$ cat config.mk
export PLATFORM = sky130hd
export DESIGN_NAME = mode_counter
export DESIGN_NICKNAME = d
export VERILOG_FILES = /design/src/rtl/mode_counter.sv
export SDC_FILE = /design/constraint.sdc
export NUM_CORES = 1
export LEC_CHECK = 0
export CORE_ASPECT_RATIO = 0.75
export CORE_MARGIN = 2
export CORE_UTILIZATION = 41
export CTS_CLUSTER_DIAMETER = 80
export DETAILED_ROUTE_END_ITERATION = 7
export GPL_TIMING_DRIVEN = 0
export HOLD_SLACK_MARGIN = 0.02
export PLACE_DENSITY = 0.56
export SLEW_MARGIN = 0
export SYNTH_ARGS = -nofsm -noshare
export SYNTH_HDL_FRONTEND = slang
export SYNTH_SLANG_ARGS = --single-unit
$ cat constraint.sdc
create_clock -name clk -period 4.1 [get_ports clk]
set_input_delay 0.41 -clock clk [delete_from_list [all_inputs] [get_ports clk]]
set_output_delay 0.41 -clock clk [all_outputs]
set_load 0.01 [all_outputs]
$ cat src/rtl/mode_counter.sv
// mode_counter: one 8254-style timer channel with a parametrised width.
//
// Operating modes (selected by mode, sampled on load):
//   0 interrupt-on-terminal-count, 1 retriggerable one-shot,
//   2 rate generator, 3 square wave.
//
// Ports:
//   clk        system clock, all state changes on the rising edge
//   rst        asynchronous active-low reset
//   load       capture count_in and mode, (re)start the channel
//   mode       operating mode, sampled only on load
//   count_in   initial/reload value; 0 encodes the full range
//   gate       count enable (modes 0,2,3) or trigger (mode 1)
//   latch      level: freeze count_out while high
//   out        channel output waveform
//   tc         one-cycle terminal-count pulse
//   count_out  registered read-back of the current count
//
// Build option: define COUNTER_BCD_EN to add the bcd input (sampled on
// load). With bcd=1 modes 0,1,2 count as WIDTH/4 packed BCD digits;
// mode 3 always counts binary. Without the macro all counting is binary.
module mode_counter #(
  parameter int WIDTH = 16
) (
  input  logic             clk,
  input  logic             rst,
  input  logic             load,
  input  logic [1:0]       mode,
  input  logic [WIDTH-1:0] count_in,
  input  logic             gate,
  input  logic             latch,
`ifdef COUNTER_BCD_EN
  input  logic             bcd,
`endif
  output logic             out,
  output logic             tc,
  output logic [WIDTH-1:0] count_out
);

  localparam logic [1:0] S_IDLE = 2'd0;
  localparam logic [1:0] S_RUN  = 2'd1;
  localparam logic [1:0] S_DONE = 2'd2;

  logic [WIDTH-1:0] count_reg,     count_next;
  logic [WIDTH-1:0] reload_reg,    reload_next;
  logic [1:0]       mode_reg,      mode_next;
  logic [1:0]       state_reg,     state_next;
  logic             out_reg,       out_next;
  logic             tc_reg,        tc_next;
  logic [WIDTH-1:0] count_out_reg, count_out_next;
  logic             gate_q_reg;
  logic             latch_q_reg;

  logic             gate_rise;
  logic             count_is_one;
  logic [WIDTH-1:0] dec_val;
  logic [WIDTH-1:0] rate_reload;

  // Length of one square-wave phase for a programmed value n.
  // n=0 means 2^WIDTH and n=1 behaves as 2; high phase is ceil, low is floor.
  function automatic logic [WIDTH-1:0] phase_len(input logic [WIDTH-1:0] n,
                                                 input logic high);
    logic [WIDTH:0] e;
    logic [WIDTH:0] s;
    if (n == '0)
      e = {1'b1, {WIDTH{1'b0}}};
    else if (n == WIDTH'(1))
      e = (WIDTH+1)'(2);
    else
      e = {1'b0, n};
    s = high ? e + 1'b1 : e;
    return s[WIDTH:1];
  endfunction

  assign gate_rise    = gate & ~gate_q_reg;
  assign count_is_one = (count_reg == WIDTH'(1));
  // A rate generator programmed with 1 would never show a low cycle,
  // so it runs with a period of 2 instead.
  assign rate_reload  = (reload_reg == WIDTH'(1)) ? WIDTH'(2) : reload_reg;

`ifdef COUNTER_BCD_EN
  localparam int DIGITS = WIDTH / 4;
  logic             bcd_reg, bcd_next;
  logic [WIDTH-1:0] bcd_dec;
  logic [DIGITS-1:0] borrow;
  genvar gi;

  // Digit-serial BCD decrement: a digit borrows from the next one up
  // only when it is 0 and itself receives a borrow, so 0..0 wraps to 9..9.
  assign borrow[0] = 1'b1;
  generate
    for (gi = 0; gi < DIGITS; gi++) begin : g_bcd
      logic [3:0] digit;
      assign digit = count_reg[4*gi +: 4];
      assign bcd_dec[4*gi +: 4] = !borrow[gi]        ? digit :
                                  (digit == 4'd0)    ? 4'd9  : digit - 4'd1;
      if (gi < DIGITS - 1) begin : g_borrow
        assign borrow[gi+1] = borrow[gi] & (digit == 4'd0);
      end
    end
  endgenerate

  assign dec_val  = (bcd_reg && mode_reg != 2'd3) ? bcd_dec : count_reg - WIDTH'(1);
  assign bcd_next = load ? bcd : bcd_reg;
`else
  assign dec_val = count_reg - WIDTH'(1);
`endif

  always_comb begin
    count_next  = count_reg;
    reload_next = reload_reg;
    mode_next   = mode_reg;
    state_next  = state_reg;
    out_next    = out_reg;
    tc_next     = 1'b0;

    if (load) begin
      // Load wins over any terminal count, gate edge or decrement.
      reload_next = count_in;
      mode_next   = mode;
      case (mode)
        2'd0: begin
          count_next = count_in;
          out_next   = 1'b0;
          state_next = S_RUN;
        end
        2'd1: begin
          // One-shot arms and waits in DONE for a gate rising edge.
          count_next = count_in;
          out_next   = 1'b1;
          state_next = S_DONE;
        end
        2'd2: begin
          count_next = (count_in == WIDTH'(1)) ? WIDTH'(2) : count_in;
          out_next   = 1'b1;
          state_next = S_RUN;
        end
        default: begin
          count_next = phase_len(count_in, 1'b1);
          out_next   = 1'b1;
          state_next = S_RUN;
        end
      endcase
    end else begin
      case (mode_reg)
        2'd0: begin
          if (state_reg == S_RUN && gate) begin
            if (count_is_one) begin
              count_next = '0;
              out_next   = 1'b1;
              tc_next    = 1'b1;
              state_next = S_DONE;
            end else begin
              count_next = dec_val;
            end
          end
        end
        2'd1: begin
          if (state_reg != S_IDLE && gate_rise) begin
            // Trigger or retrigger: restart the full count.
            count_next = reload_reg;
            out_next   = 1'b0;
            state_next = S_RUN;
          end else if (state_reg == S_RUN) begin
            if (count_is_one) begin
              count_next = '0;
              out_next   = 1'b1;
              tc_next    = 1'b1;
              state_next = S_DONE;
            end else begin
              count_next = dec_val;
            end
          end
        end
        2'd2: begin
          if (state_reg == S_RUN) begin
            if (!gate) begin
              out_next = 1'b1;
            end else if (gate_rise) begin
              count_next = rate_reload;
              out_next   = 1'b1;
            end else if (count_is_one) begin
              count_next = rate_reload;
              out_next   = 1'b1;
              tc_next    = 1'b1;
            end else begin
              count_next = dec_val;
              // out is low exactly for the cycle the count sits at 1.
              out_next   = (dec_val != WIDTH'(1));
            end
          end
        end
        default: begin
          if (state_reg == S_RUN) begin
            if (!gate) begin
              out_next = 1'b1;
            end else if (gate_rise) begin
              count_next = phase_len(reload_reg, 1'b1);
              out_next   = 1'b1;
            end else if (count_is_one) begin
              // Leaving the high phase loads the low length and vice versa.
              out_next   = ~out_reg;
              count_next = phase_len(reload_reg, ~out_reg);
              tc_next    = out_reg;
            end else begin
              count_next = count_reg - WIDTH'(1);
            end
          end
        end
      endcase
    end
  end

  // Capture on the first edge latch is seen high, then hold.
  always_comb begin
    count_out_next = count_out_reg;
    if (!latch || !latch_q_reg)
      count_out_next = count_reg;
  end

  always_ff @(posedge clk or negedge rst) begin
    if (!rst) begin
      count_reg     <= '0;
      reload_reg    <= '0;
      mode_reg      <= 2'd0;
      state_reg     <= S_IDLE;
      out_reg       <= 1'b1;
      tc_reg        <= 1'b0;
      count_out_reg <= '0;
      gate_q_reg    <= 1'b0;
      latch_q_reg   <= 1'b0;
    end else begin
      count_reg     <= count_next;
      reload_reg    <= reload_next;
      mode_reg      <= mode_next;
      state_reg     <= state_next;
      out_reg       <= out_next;
      tc_reg        <= tc_next;
      count_out_reg <= count_out_next;
      gate_q_reg    <= gate;
      latch_q_reg   <= latch;
    end
  end

`ifdef COUNTER_BCD_EN
  always_ff @(posedge clk or negedge rst) begin
    if (!rst)
      bcd_reg <= 1'b0;
    else
      bcd_reg <= bcd_next;
  end
`endif

  assign out       = out_reg;
  assign tc        = tc_reg;
  assign count_out = count_out_reg;

endmodule
==> impl_metrics.toml <==
[run_status]
status = "finished clean"

[power_and_ir_drop]
p_leak_nw = 1.92
powerDensity_nw_per_um2 = 401
vdd_drop_max_mv = 0.181

[clock_network]
cts-resized-gates = 0
clk_pin_slew_ns = 0.09
cts_made_buffers = 5
cts_setup_buffers = 0
tritoncts = "yes"
cts.hold.buffers_added = 0
cts-htree-levels = 2
cts_sinks = 56
clockBufferDepth = 2
cts_root_buf = "clkbuf_16"
clock_latency_ns = 0.31

[synth]
seq_area_frac_synth_pct = 31.3
synth_mux_area_share_pct = 7.22
synth_top_family_by_area = "compound AO/OA/AOI/OAI gates"
synthFlopType = "dfrtp_1"
ys_ff_latch = 56
synth_cell_types = 67
synth_cells = 541
synth_edf_count = 0
synth-xor-area-share_pct = 6.25
synth_warnings = 0
avgSynthCellArea_um2 = 8.29
synthAdderAreaFrac_pct = 2.51
synthSimpleGateAreaFrac_pct = 21.7
synth_compound_area_share_pct = 25.3
synth_nets = 573
synthArstFlopShare_pct = 100
synth.cell_area_um2 = 4490

[setup_path]
critPathArrivalTime_ns = 3.33
path_max_fanout = 9
critPathKind = "in2reg"
crit_required_ns = 4.26
startpoint_type = "input pin"
cp-end-kind = "flip-flop"

[floorplan]
start_util_pct = 41.6
die_area_um2 = 11800
die_h_um = 94.6
io-pin-count = 41
placementRows = 33
coreArea_um2 = 10800
die_w_um = 125

[final_layout]
layout.nets = 617
n_antenna_cell = 0
area_delta_synth_final_pct = 15.6
nFillCells = 1092
drive_gt1_share_pct = 10.2

[sta]
finalClockSkew_ns = 0.00770
hold_viol_final = 0
worst_pin_slew_ns = 0.947
rsz0062_at_grt = "false"
fin_ws_ns = 0.922
relSlewSlack_pct = 36.8
layout_min_cycle_time_ns = 3.18
slew_viol_final = 0
setup_violations = 0
max_clock_freq_mhz = 315
setup_tns_ns = 0
fin_crit_sh_pct = 77.5

[placement]
pre_cts_slack_ns = 0.755
dp_hpwl_um = 14200
io_buffers = 36
gp_congestion = 1.00

[routing]
antenna_left = 0
vias = 4831
drt_pass1_iterations = 5
first_iter_violations = 721
drc_errors = 0
vias_per_cell = 6.65
drt_wl_total_um = 18800
avgRoutedWirePerCell_um = 25.9

[grt]
grt_antenna_before_repair = 0
grt_usage_pct = 32.1
grt_overflow = 0
busiest_layer = "met2"
grtUsageMet2_pct = 47.9
grt_max_degree = 38
use_met3_pct = 9.01
grt_first_pass_wirelength_um = 28300
grt_use_met1_pct = 45.6
grt_pass1_vias = 4422

[job]
drv_cap = 0

[worst_hold_path]
min_path_type = "in2async"
## Yosys cell counts (7+ instances only)
cell | n | share of area, %
dfrtp_1 | 55 | 31
nand2_1 | 49 | 4.1
nor2_1 | 40 | 3.3
a21oi_1 | 34 | 3.8
o21ai_0 | 32 | 3.6
clkbuf_1 | 28 | 2.3
mux2_2 | 27 | 6.8
nand3_1 | 18 | 2.0
nor3_1 | 18 | 2.0
xnor2_1 | 18 | 3.5
a211oi_1 | 16 | 2.7
inv_1 | 16 | 1.3
nand4_1 | 15 | 2.1
xor2_1 | 14 | 2.7
nor4_1 | 12 | 1.7
a31oi_1 | 10 | 1.4
buf_2 | 9 | 1.0
ha_1 | 9 | 2.5
o211ai_1 | 9 | 1.5
o221ai_1 | 7 | 1.4
o31ai_1 | 7 | 1.2
## routing by layer
metal / vias up / share of wire, %
met5: - / 0
met4: 0 / 2.5
met3: 35 / 12
met2: 296 / 42
met1: 2377 / 44
li1: 2123 / -
## path summary, 6_finish.rpt
path	start	to	slack [ns]	cells after the start
max reg2reg	count_reg[0]	out	1.03	10
min	rst	tc	0.07	1
min in group clk	count_in[2]	reload_reg[2]	0.49	2
max	gate	count_reg[8]	0.92	8
max in group asynchronous	rst	count_reg[14]	3.42	2
min reg2reg	count_out[10]	count_out[10]	0.51	1
## report_power, final
group,internal (W),leakage [nW],switching [W]
sequential,0.000654,0.666,0.000110
clock,0.000234,0.0748,0.000235
combinational,0.000333,1.18,0.000512
total,0.00122,1.92,0.000858
## metrics by stage
stage	cells	total power (W)	instance area [um2]	util (%)	hold WS, ns
finish	726	0.00208	5190	48.1	0.0744
detailed placement	718	0.00160	5040	46.7	0.418
CTS	726	0.00206	5190	48.1	0.0872
global placement	717	0.00159	5020	46.6	0.489
floorplan	541	0.00123	4490	-	0.114
global route	726	0.00218	5190	48.1	0.109
## area by class of cell
type,instances,area (um2),area share [%]
Clock inverter,3,26.3,0.507
Multi-Input combinational cell,424,2820,54.4
Buffer,45,199,3.84
Tap cell,140,175,3.38
Timing Repair Buffer,37,375,7.24
Clock buffer,5,125,2.41
Sequential cell,56,1400,27.0
Inverter,16,60.1,1.16
## layout by cell type (no fill, tap or decap), types with 4 or more instances in the layout
cell type | Yosys | final
dfrtp_1 | 55 | 55
nand2_1 | 49 | 49
nor2_1 | 40 | 40
clkdlybuf4s50_1 | 0 | 35
a21oi_1 | 34 | 34
o21ai_0 | 32 | 32
clkbuf_1 | 28 | 28
mux2_2 | 27 | 27
xnor2_1 | 18 | 18
nand3_1 | 18 | 18
nor3_1 | 18 | 18
a211oi_1 | 16 | 16
inv_1 | 16 | 16
nand4_1 | 15 | 15
xor2_1 | 14 | 14
nor4_1 | 12 | 12
a31oi_1 | 10 | 10
buf_2 | 9 | 10
o211ai_1 | 9 | 9
ha_1 | 9 | 9
o221ai_1 | 7 | 7
o31ai_1 | 7 | 7
clkbuf_16 | 0 | 5
o21a_1 | 4 | 4
or4_1 | 4 | 4
o22ai_1 | 4 | 4
and2_1 | 4 | 4
buf_1 | 4 | 4
a221oi_1 | 4 | 4
a211o_1 | 4 | 4
## worst max-delay path, cell delays in order
cell and delay [ns]:
clkdlybuf4s50_1 0.42, buf_2 0.19, and2b_1 0.27, a21oi_1 0.77, nand2_1 0.48, o2bb2ai_1 0.27
a21oi_1 0.09, o311ai_1 0.43
## cells by family (layout without fill, tap and decap cells)
family          count (synthesis)  count (layout)
compound gates                167             167
buf+inv                        61             106
flops                          56              56
simple gates                  187             187
xor+xnor                       32              32
mux                            29              29
fa+ha+maj                       9               9
(Power assumes the default switching activity.)
